<file path="config.mk">
export PLATFORM = sky130hd
export DESIGN_NAME = bg_scroll_renderer
export DESIGN_NICKNAME = d
export VERILOG_FILES = /design/src/rtl/bg_pkg.sv /design/src/rtl/bg_dda_axis.sv /design/src/rtl/bg_scroll_renderer.sv
export SDC_FILE = /design/constraint.sdc
export NUM_CORES = 1
export LEC_CHECK = 0
export ABC_AREA = 0
export CAP_MARGIN = 20
export CORE_ASPECT_RATIO = 1.4
export CORE_UTILIZATION = 33
export CTS_BUF_LIST = sky130_fd_sc_hd__clkbuf_16
export DETAILED_ROUTE_END_ITERATION = 10
export GPL_TIMING_DRIVEN = 1
export PLACE_DENSITY_LB_ADDON = 0.05
export REMOVE_ABC_BUFFERS = 1
export SLEW_MARGIN = 40
export SYNTH_ARGS = -nofsm -noshare
export SYNTH_HDL_FRONTEND = slang
export SYNTH_SLANG_ARGS = --single-unit
export TNS_END_PERCENT = 20
</file>
<file path="constraint.sdc">
create_clock -name vga_clk -period 6.3 [get_ports vga_clk]
set_input_delay 0.945 -clock vga_clk [delete_from_list [all_inputs] [get_ports vga_clk]]
set_output_delay 0.945 -clock vga_clk [all_outputs]
set_load 0.02 [all_outputs]
</file>
<file path="src/rtl/bg_pkg.sv">
// Shared definitions for the background scroll renderer.
//   coord_t        : 10-bit VGA pixel coordinate (DrawX / DrawY / scroll offsets)
//   VGA_SCR_W/H    : default visible resolution of the VGA controller
//   bits_for()     : minimum unsigned field width that can hold 'count' distinct values
package bg_pkg;

    typedef logic [9:0] coord_t;

    localparam int COORD_W   = 10;
    localparam int VGA_SCR_W = 640;
    localparam int VGA_SCR_H = 480;

    // Width needed to index 'count' entries (at least one bit).
    function automatic int bits_for(input int count);
        return (count <= 2) ? 1 : $clog2(count);
    endfunction

endpackage

</file>
<file path="src/rtl/bg_dda_axis.sv">
// One axis of the nearest-neighbour scaler: steps a source-image position by
// SRC/DST per destination pixel using an integer error accumulator.
// Ports:
//   clk, rst      : clock, asynchronous active-high reset
//   load_i        : restart the axis at load_val_i with zero error
//   load_val_i    : start position (source units)
//   step_i        : advance by one destination pixel
//   pos_o         : position for the current cycle (already includes this cycle's load/step)
//   carry_o       : this cycle's step advanced by INT+1 instead of INT
// WRAP=1 wraps the position modulo SRC; WRAP=0 clamps it at SRC-1.
module bg_dda_axis #(
    parameter int SRC   = 712,
    parameter int DST   = 640,
    parameter int OUT_W = 10,
    parameter bit WRAP  = 1'b1
) (
    input  logic             clk,
    input  logic             rst,
    input  logic             load_i,
    input  logic [OUT_W-1:0] load_val_i,
    input  logic             step_i,
    output logic [OUT_W-1:0] pos_o,
    output logic             carry_o
);

    localparam int INT   = SRC / DST;
    localparam int REM   = SRC % DST;
    localparam int ERR_W = $clog2(DST) + 1;
    localparam int PW    = OUT_W + 1;

    logic [OUT_W-1:0] pos_q, pos_d;
    logic [ERR_W-1:0] err_q, err_d;
    logic [ERR_W-1:0] err_sum;
    logic [PW-1:0]    pos_sum;
    logic             carry;

    always_comb begin
        err_sum = err_q + ERR_W'(REM);
        carry   = (err_sum >= ERR_W'(DST));
        // One extra bit so the wrap/clamp compare sees the overflow.
        pos_sum = {1'b0, pos_q} + PW'(INT) + PW'(carry);

        pos_d   = pos_q;
        err_d   = err_q;
        carry_o = 1'b0;
        if (load_i) begin
            pos_d = load_val_i;
            err_d = '0;
        end else if (step_i) begin
            carry_o = carry;
            err_d   = carry ? (err_sum - ERR_W'(DST)) : err_sum;
            if (WRAP) begin
                // Position was < SRC and a step is at most SRC, so one subtract is enough.
                pos_d = (pos_sum >= PW'(SRC)) ? OUT_W'(pos_sum - PW'(SRC)) : pos_sum[OUT_W-1:0];
            end else begin
                pos_d = (pos_sum > PW'(SRC - 1)) ? OUT_W'(SRC - 1) : pos_sum[OUT_W-1:0];
            end
        end
        pos_o = pos_d;
    end

    always_ff @(posedge clk or posedge rst) begin
        if (rst) begin
            pos_q <= '0;
            err_q <= '0;
        end else begin
            pos_q <= pos_d;
            err_q <= err_d;
        end
    end

endmodule

</file>
<file path="src/rtl/bg_scroll_renderer.sv">
// Background renderer: maps screen pixel (DrawX, DrawY) to an image ROM address
// with nearest-neighbour scaling and horizontal wrap-around scrolling, then
// registers the palette colour.
// Ports:
//   vga_clk, reset              : pixel clock, asynchronous active-high reset
//   DrawX, DrawY, blank         : raster position and visible flag (1 = visible)
//   scroll_wr, scroll_val       : scroll request strobe and offset (image columns)
//   scroll_pend, scroll_err     : request waiting for frame boundary / rejected pulse
//   rom_addr, rom_q             : external ROM address (1 cycle after DrawX) and data
//   pal_index, pal_red/green/blue : combinational palette lookup
//   red, green, blue            : pixel colour, 2+ROM_LAT cycles after DrawX
// Scroll changes take effect only at the frame boundary (DrawY==SCR_H, DrawX==0)
// so a frame is always drawn with a single offset.
module bg_scroll_renderer
    import bg_pkg::*;
#(
    parameter int IMG_W   = 712,
    parameter int IMG_H   = 480,
    parameter int SCR_W   = VGA_SCR_W,
    parameter int SCR_H   = VGA_SCR_H,
    parameter int ADDR_W  = 19,
    parameter int IDX_W   = 4,
    parameter int COL_W   = 4,
    parameter int ROM_LAT = 1
) (
    input  logic              vga_clk,
    input  logic              reset,
    input  coord_t            DrawX,
    input  coord_t            DrawY,
    input  logic              blank,
    input  logic              scroll_wr,
    input  coord_t            scroll_val,
    output logic              scroll_pend,
    output logic              scroll_err,
    output logic [ADDR_W-1:0] rom_addr,
    input  logic [IDX_W-1:0]  rom_q,
    output logic [IDX_W-1:0]  pal_index,
    input  logic [COL_W-1:0]  pal_red,
    input  logic [COL_W-1:0]  pal_green,
    input  logic [COL_W-1:0]  pal_blue,
    output logic [COL_W-1:0]  red,
    output logic [COL_W-1:0]  green,
    output logic [COL_W-1:0]  blue
);

    localparam int LAT       = 2 + ROM_LAT;
    // The output register supplies the last cycle of blank delay.
    localparam int BLANK_DLY = LAT - 1;
    localparam int VINT      = IMG_H / SCR_H;

    localparam logic [ADDR_W-1:0] ROW_STEP   = ADDR_W'(IMG_W * VINT);
    localparam logic [ADDR_W-1:0] ROW_STEP_C = ADDR_W'(IMG_W * (VINT + 1));
    localparam logic [ADDR_W-1:0] ROW_MAX    = ADDR_W'((IMG_H - 1) * IMG_W);
    localparam coord_t            ROW_LAST   = coord_t'(IMG_H - 1);

    if (bits_for(IMG_W * IMG_H) > ADDR_W) begin : g_bad_addr_w
        $error("ADDR_W too small for IMG_W*IMG_H");
    end
    if (ROM_LAT < 1) begin : g_bad_rom_lat
        $error("ROM_LAT must be at least 1");
    end
    if (IMG_W >= (1 << COORD_W) || IMG_H >= (1 << COORD_W)) begin : g_bad_img
        $error("image dimensions must fit a 10-bit coordinate");
    end

    logic line_start, col_step, row_step, commit, scroll_ok;

    always_comb begin
        line_start = (DrawX == '0);
        col_step   = (DrawX != '0) && (DrawX < coord_t'(SCR_W));
        row_step   = (DrawX == coord_t'(SCR_W)) && (DrawY < coord_t'(SCR_H - 1));
        commit     = (DrawY == coord_t'(SCR_H)) && (DrawX == '0);
        scroll_ok  = (scroll_val < coord_t'(IMG_W));
    end

    // Scroll request / frame-boundary commit
    coord_t active_q, active_d;
    coord_t pending_q, pending_d;
    logic   pend_q, pend_d;
    logic   err_q, err_d;

    always_comb begin
        active_d  = active_q;
        pending_d = pending_q;
        pend_d    = pend_q;
        if (commit && pend_q) begin
            active_d = pending_q;
            pend_d   = 1'b0;
        end
        // Evaluated after the commit so a write in the commit cycle queues behind it.
        if (scroll_wr && scroll_ok) begin
            pending_d = scroll_val;
            pend_d    = 1'b1;
        end
        err_d = scroll_wr && !scroll_ok;
    end

    // Column and row steppers
    coord_t col_pos, row_pos;
    logic   row_carry;
    logic   col_carry_unused;

    bg_dda_axis #(
        .SRC   (IMG_W),
        .DST   (SCR_W),
        .OUT_W (COORD_W),
        .WRAP  (1'b1)
    ) u_col (
        .clk        (vga_clk),
        .rst        (reset),
        .load_i     (line_start),
        .load_val_i (active_q),
        .step_i     (col_step),
        .pos_o      (col_pos),
        .carry_o    (col_carry_unused)
    );

    bg_dda_axis #(
        .SRC   (IMG_H),
        .DST   (SCR_H),
        .OUT_W (COORD_W),
        .WRAP  (1'b0)
    ) u_row (
        .clk        (vga_clk),
        .rst        (reset),
        .load_i     (commit),
        .load_val_i ('0),
        .step_i     (row_step),
        .pos_o      (row_pos),
        .carry_o    (row_carry)
    );

    // Row base tracks row_pos*IMG_W by adding one of two constant strides.
    logic [ADDR_W-1:0] row_base_q, row_base_d;
    logic [ADDR_W-1:0] rom_addr_q, rom_addr_d;

    always_comb begin
        row_base_d = row_base_q;
        if (commit) begin
            row_base_d = '0;
        end else if (row_step) begin
            if (row_pos == ROW_LAST) begin
                row_base_d = ROW_MAX;
            end else begin
                row_base_d = row_base_q + (row_carry ? ROW_STEP_C : ROW_STEP);
            end
        end
        rom_addr_d = row_base_q + ADDR_W'(col_pos);
    end

    // Colour stage with delayed blank
    logic [BLANK_DLY-1:0] blank_q, blank_d;
    logic [COL_W-1:0]     red_q, green_q, blue_q;
    logic [COL_W-1:0]     red_d, green_d, blue_d;

    always_comb begin
        blank_d = {blank_q[BLANK_DLY-2:0], blank};
        red_d   = blank_q[BLANK_DLY-1] ? pal_red   : '0;
        green_d = blank_q[BLANK_DLY-1] ? pal_green : '0;
        blue_d  = blank_q[BLANK_DLY-1] ? pal_blue  : '0;
    end

    always_ff @(posedge vga_clk or posedge reset) begin
        if (reset) begin
            active_q   <= '0;
            pending_q  <= '0;
            pend_q     <= 1'b0;
            err_q      <= 1'b0;
            row_base_q <= '0;
            rom_addr_q <= '0;
            blank_q    <= '0;
            red_q      <= '0;
            green_q    <= '0;
            blue_q     <= '0;
        end else begin
            active_q   <= active_d;
            pending_q  <= pending_d;
            pend_q     <= pend_d;
            err_q      <= err_d;
            row_base_q <= row_base_d;
            rom_addr_q <= rom_addr_d;
            blank_q    <= blank_d;
            red_q      <= red_d;
            green_q    <= green_d;
            blue_q     <= blue_d;
        end
    end

    assign scroll_pend = pend_q;
    assign scroll_err  = err_q;
    assign rom_addr    = rom_addr_q;
    assign pal_index   = rom_q;
    assign red         = red_q;
    assign green       = green_q;
    assign blue        = blue_q;

endmodule

</file>
==> flow_summary.html <==
<table>
<tr><th>Metric</th><th>Value</th></tr>
<tr><th colspan="2">Clock network</th></tr>
<tr><td>Buffer depth of the longest clock path</td><td>2</td></tr>
<tr><td>Clk slew on worst S/H paths</td><td>0.07 ns</td></tr>
<tr><td>Hold-fix buffers at CTS</td><td>0</td></tr>
<tr><td>CTS tree</td><td>built</td></tr>
<tr><td>Later-pin clock latency in the skew report</td><td>0.35 ns</td></tr>
<tr><td>Clock Tree Root</td><td>sky130_fd_sc_hd__clkbuf_16</td></tr>
<tr><td>CTS H-tree lvls</td><td>3</td></tr>
<tr><td>TritonCTS Buffers</td><td>9</td></tr>
<tr><td>Sinks on Clock Net</td><td>103</td></tr>
<tr><th colspan="2">Synth</th></tr>
<tr><td>Number of synthesized flops with an enable pin</td><td>0</td></tr>
<tr><td>Simple-gate share of the synthesized area</td><td>18.9%</td></tr>
<tr><td>Async S/R FF share, synth</td><td>100%</td></tr>
<tr><td>Compound-Gate Fraction of Synth Area</td><td>17.3%</td></tr>
<tr><td>Number of library cell types mapped by synthesis</td><td>75</td></tr>
<tr><td>Post-synthesis cell type with the largest combined area</td><td>sky130_fd_sc_hd__dfrtp_1</td></tr>
<tr><td>Post-Syn Instances</td><td>a little under 600</td></tr>
<tr><td>Mux share of post-synthesis cell area</td><td>4.71%</td></tr>
<tr><td>Count of yosys warnings during synthesis</td><td>0</td></tr>
<tr><td>Most used DFF post-synth</td><td>sky130_fd_sc_hd__dfrtp_1</td></tr>
<tr><td>Largest family of logic cells by synthesized area</td><td>simple AND/OR/NAND/NOR gates</td></tr>
<tr><td>Share of synthesized cell area in full adder, half adder and majority cells</td><td>5.24%</td></tr>
<tr><td>Post-synthesis instance area</td><td>5880 sq um</td></tr>
<tr><td>Number of synthesized register bits</td><td>103</td></tr>
<tr><td>Post-synthesis sequential area ratio</td><td>43.9%</td></tr>
<tr><td>Leading cell types by total area after synthesis</td><td>sky130_fd_sc_hd__dfrtp_1, sky130_fd_sc_hd__ha_1, sky130_fd_sc_hd__mux2_2</td></tr>
<tr><td>Average instance area after synthesis</td><td>slightly below 10 sq um</td></tr>
<tr><td>Synth Area in XOR/XNOR</td><td>5.81%</td></tr>
<tr><td>Area share of the largest cell type after synthesis</td><td>43.9%</td></tr>
<tr><th colspan="2">STA</th></tr>
<tr><td>Max_slew headroom</td><td>53.2%</td></tr>
<tr><td>Final critical delay including setup and external delays</td><td>6.02 ns</td></tr>
<tr><td>Max Clk Rate</td><td>166 MHz</td></tr>
<tr><td>Max Slew Vio Count</td><td>0</td></tr>
<tr><td>Final hold slack</td><td>0.350 ns</td></tr>
<tr><td>Unrepaired setup endpoints after global routing</td><td>false</td></tr>
<tr><td>Worst Skew</td><td>0.00952 ns</td></tr>
<tr><td>Transition time at the pin with the least slew margin</td><td>around 0.7 ns</td></tr>
<tr><td>Setup TNS Final</td><td>0 ns</td></tr>
<tr><td>Final Cycle Share</td><td>between 90 and 100%</td></tr>
<tr><td>Final setup viols</td><td>0</td></tr>
<tr><td>Number of hold violations in the final report</td><td>0</td></tr>
<tr><th colspan="2">Power and ir drop</th></tr>
<tr><td>Peak supply drop</td><td>0.128 mV</td></tr>
<tr><td>Ratio of total power to cell area</td><td>321 nW/um^2</td></tr>
<tr><td>Leakage component of the power</td><td>roughly 3.2 nW</td></tr>
<tr><td>Total design power</td><td>2.35 mW</td></tr>
<tr><th colspan="2">Route</th></tr>
<tr><td>Number of remaining DRC errors</td><td>0</td></tr>
<tr><td>Via density</td><td>5.13</td></tr>
<tr><td>Remaining antenna violation count</td><td>0</td></tr>
<tr><td>Total met2 wirelength after detailed routing</td><td>around 8.3 mm</td></tr>
<tr><td>Mean routed wirelength per cell</td><td>16.5 um</td></tr>
<tr><td>Total vias in the final route</td><td>around 4700</td></tr>
<tr><td>Routed length on met3</td><td>334 um</td></tr>
<tr><td>Router iterations before antenna repair</td><td>4</td></tr>
<tr><td>Highest metal layer used by the detailed router</td><td>met4</td></tr>
<tr><td>Total wire length after detailed routing</td><td>15.0 mm</td></tr>
<tr><td>Length of routed wiring on met1</td><td>6.13 mm</td></tr>
<tr><td>Number of DRC markers after the initial detailed-route iteration</td><td>214</td></tr>
<tr><th colspan="2">Setup path</th></tr>
<tr><td>Worst-path cell chain</td><td>ha_1, or4b_2, o21a_1, o21a_1, ha_1, nor2b_2, nand2_1, xor2_1, ha_2, a22oi_1, nor2_1, o41a_1, a31oi_4, mux2_2, a21oi_2, ha_4, a21o_1, a21o_1, a21o_1, a21o_1, a21o_1, a21oi_2, nor3_1, xor2_1</td></tr>
<tr><td>Sort of element at the end of the critical path</td><td>flip-flop</td></tr>
<tr><td>CP Data Arrival Time</td><td>6.25 ns</td></tr>
<tr><td>Startpoint-to-endpoint class of the critical path</td><td>reg -&gt; reg</td></tr>
<tr><td>Data required, critical path</td><td>6.53 ns</td></tr>
<tr><td>Cell repeated most along the worst path</td><td>sky130_fd_sc_hd__a21o_1</td></tr>
<tr><td>Critical path launch point type</td><td>flip-flop</td></tr>
<tr><td>Launch point of the worst reg-to-reg path</td><td>u_col.err_q[3]</td></tr>
<tr><td>Maximum fanout count along the critical path</td><td>5</td></tr>
<tr><td>Start point of the critical path</td><td>u_col.err_q[3]</td></tr>
<tr><td>Critical-path cell with the highest stage delay</td><td>sky130_fd_sc_hd__or4b_2</td></tr>
<tr><td>Critical path's largest stage delay</td><td>~0.68 ns</td></tr>
<tr><th colspan="2">GRT</th></tr>
<tr><td>Remaining global-route overflow</td><td>0</td></tr>
<tr><td>Wire length of the first global-routing pass</td><td>between 20 and 25 mm</td></tr>
<tr><td>Largest net degree at the start of global routing</td><td>59</td></tr>
<tr><td>Global-route usage over all layers</td><td>17.2%</td></tr>
<tr><td>Vias in the first global route</td><td>approximately 4800</td></tr>
<tr><td>Initial antenna violation count</td><td>0</td></tr>
<tr><th colspan="2">Place</th></tr>
<tr><td>Instance area at placement</td><td>around 6900 sq um</td></tr>
<tr><td>Buffers on Ports</td><td>78</td></tr>
<tr><td>Final HPWL from detailed placement</td><td>11.1 mm</td></tr>
<tr><td>GPL Wtd Cong</td><td>0.841</td></tr>
<tr><th colspan="2">Worst hold path</th></tr>
<tr><td>Class of the worst hold path</td><td>reg -&gt; reg</td></tr>
<tr><td>Startpoint of the worst hold path</td><td>blank_q[0]</td></tr>
<tr><th colspan="2">Floorplan</th></tr>
<tr><td>Chip height</td><td>approximately 160 um</td></tr>
<tr><td>Number of primary I/O pins</td><td>87</td></tr>
<tr><td>Die width</td><td>approximately 110 um</td></tr>
<tr><td>Die ar.</td><td>18400 sq um</td></tr>
<tr><td>Number of placement rows</td><td>57</td></tr>
<tr><td>Starting utilization of the core area</td><td>33.8%</td></tr>
<tr><td>Core region area</td><td>around 17000 sq um</td></tr>
<tr><th colspan="2">Cells and area</th></tr>
<tr><td>Final Instance Area</td><td>7310 sq um</td></tr>
<tr><td>Ratio of cells with drive above 1 in the final layout</td><td>12.9%</td></tr>
<tr><td>Area growth from synthesis to layout</td><td>24.4%</td></tr>
<tr><td>Number of nets in the layout</td><td>743</td></tr>
<tr><td>Ant. Diodes</td><td>0</td></tr>
<tr><th colspan="2">Run status</th></tr>
<tr><td>Result of the run</td><td>finished clean</td></tr>
<tr><th colspan="2">Job</th></tr>
<tr><td>Number of maximum-capacitance constraint violations</td><td>0</td></tr>
</table>
[logic make-up after synthesis]
family | after synthesis
adders and majority gates | 24
buffers and inverters | 51
other | 1
and+or+nand+nor | 206
AOI/OAI and AO/OA | 145
DFF | 103
muxes | 25
xor gates and xnor gates | 39
[placed cells by master, fill, tap and decap left out, types with 5 or more instances in the layout]
master / Yosys / final
sky130_fd_sc_hd__dfrtp_1: 103 / 103
sky130_fd_sc_hd__clkdlybuf4s50_1: 0 / 78
sky130_fd_sc_hd__nand2_1: 57 / 57
sky130_fd_sc_hd__nor2_1: 35 / 33
sky130_fd_sc_hd__a21oi_1: 35 / 32
sky130_fd_sc_hd__o21ai_0: 30 / 28
sky130_fd_sc_hd__xor2_1: 26 / 25
sky130_fd_sc_hd__mux2_2: 21 / 21
sky130_fd_sc_hd__inv_1: 21 / 21
sky130_fd_sc_hd__ha_1: 23 / 21
sky130_fd_sc_hd__nor3_1: 18 / 18
sky130_fd_sc_hd__nand3_1: 18 / 17
sky130_fd_sc_hd__and2_1: 15 / 15
sky130_fd_sc_hd__buf_4: 9 / 15
sky130_fd_sc_hd__a21o_1: 14 / 14
sky130_fd_sc_hd__xnor2_1: 13 / 13
sky130_fd_sc_hd__nand2b_1: 9 / 9
sky130_fd_sc_hd__clkbuf_16: 0 / 9
sky130_fd_sc_hd__a31oi_1: 8 / 7
sky130_fd_sc_hd__nand4_1: 7 / 7
sky130_fd_sc_hd__o22ai_1: 7 / 7
sky130_fd_sc_hd__nor4_1: 6 / 6
sky130_fd_sc_hd__and3_1: 6 / 6
sky130_fd_sc_hd__o21a_1: 6 / 6
sky130_fd_sc_hd__o31ai_1: 5 / 5
sky130_fd_sc_hd__a211oi_1: 5 / 5
[worst max-delay path, delay by kind of cell, from the launching register on]
kind | cells | cell delay [ns]
muxes | 1 | 0.36
DFF | 1 | 0.41
and+or+nand+nor | 5 | 1.17
xor gates and xnor gates | 2 | 0.34
AOI/OAI and AO/OA | 12 | 2.60
adders and majority gates | 4 | 1.00
[state kept, by name, summed over array words and instances (netlist names)]
signal	count
active_q	10
blank_q	2
blue	4
green	4
pending_q	10
red	4
rom_addr	19
row_base_q	16
scroll_err	1
scroll_pend	1
u_col.err_q	8
u_col.pos_q	9
u_row.err_q	5
u_row.pos_q	10
[cells in the mapped netlist (3+ instances only)]
cell type and n:
sky130_fd_sc_hd__o22ai_1 7, sky130_fd_sc_hd__and3_1 6, sky130_fd_sc_hd__o21a_1 6, sky130_fd_sc_hd__a22oi_1 3
sky130_fd_sc_hd__nor3_1 18, sky130_fd_sc_hd__xor2_1 26, sky130_fd_sc_hd__or3_1 4, sky130_fd_sc_hd__a211o_1 4
sky130_fd_sc_hd__a31oi_1 8, sky130_fd_sc_hd__dfrtp_1 103, sky130_fd_sc_hd__mux2_2 21, sky130_fd_sc_hd__ha_1 23
sky130_fd_sc_hd__o31ai_1 5, sky130_fd_sc_hd__nor2_1 35, sky130_fd_sc_hd__inv_1 21, sky130_fd_sc_hd__nand3_1 18
sky130_fd_sc_hd__nor2b_1 5, sky130_fd_sc_hd__nand2_1 57, sky130_fd_sc_hd__nor4_1 6, sky130_fd_sc_hd__a21o_1 14
sky130_fd_sc_hd__nand4_1 7, sky130_fd_sc_hd__buf_4 9, sky130_fd_sc_hd__o211ai_1 3, sky130_fd_sc_hd__a21oi_1 35
sky130_fd_sc_hd__clkbuf_1 15, sky130_fd_sc_hd__mux2i_1 4, sky130_fd_sc_hd__nand2b_1 9, sky130_fd_sc_hd__or2_2 3
sky130_fd_sc_hd__and2_1 15, sky130_fd_sc_hd__o21ai_0 30, sky130_fd_sc_hd__buf_2 4, sky130_fd_sc_hd__a211oi_1 5
sky130_fd_sc_hd__xnor2_1 13
[metrics by stage]
stage / utilization, % / worst slack, ns / cells
after global routing: 42.0 / 0.00522 / 910
after floorplan: - / 0.231 / 564
after CTS: 41.6 / 0.00996 / 908
final: 42.0 / 0.283 / 910
after detailed placement: 39.7 / 0.0425 / 892
after global placement: 39.6 / 0.0933 / 892
[final cells by class]
class / instances / area (sq um)
clock buffer: 9 / 225
clock inverter: 7 / 111
fill: 1769 / 10100
inverter: 21 / 83.8
multi-input combinational: 440 / 3110
sequential: 103 / 2580
tap: 236 / 295
timing repair buffer: 94 / 905
[report_power, final]
group	internal [mW]	total, mW	switching, mW
Combinational	0.399	0.841	0.442
Sequential	0.757	0.865	0.108
Clock	0.387	0.642	0.256
[final timing paths]
path                                 end  depth (start not counted)  slack, ns
setup / recovery            rom_addr[17]                         24       0.28
hold / removal                blank_q[1]                          0       0.35
setup reg to reg            rom_addr[17]                         24       0.28
hold reg to reg               blank_q[1]                          0       0.35
max in group asynchronous  row_base_q[3]                          3       4.28
min in group asynchronous    rom_addr[6]                          2       1.03
[layer usage]
metal / vias to the layer above / GRT usage, %
li1: 2280 / -
met5: - / 0
met3: 13 / 2.73
met1: 2307 / 19.5
met2: 71 / 32.3
met4: 0 / 5.19
[timing repair]
action,4_1_cts,5_1_grt
setup endpoints to repair,0,9
setup buffers,0,2
gates resized for setup,0,12
Power figures use the tool's default switching activity.
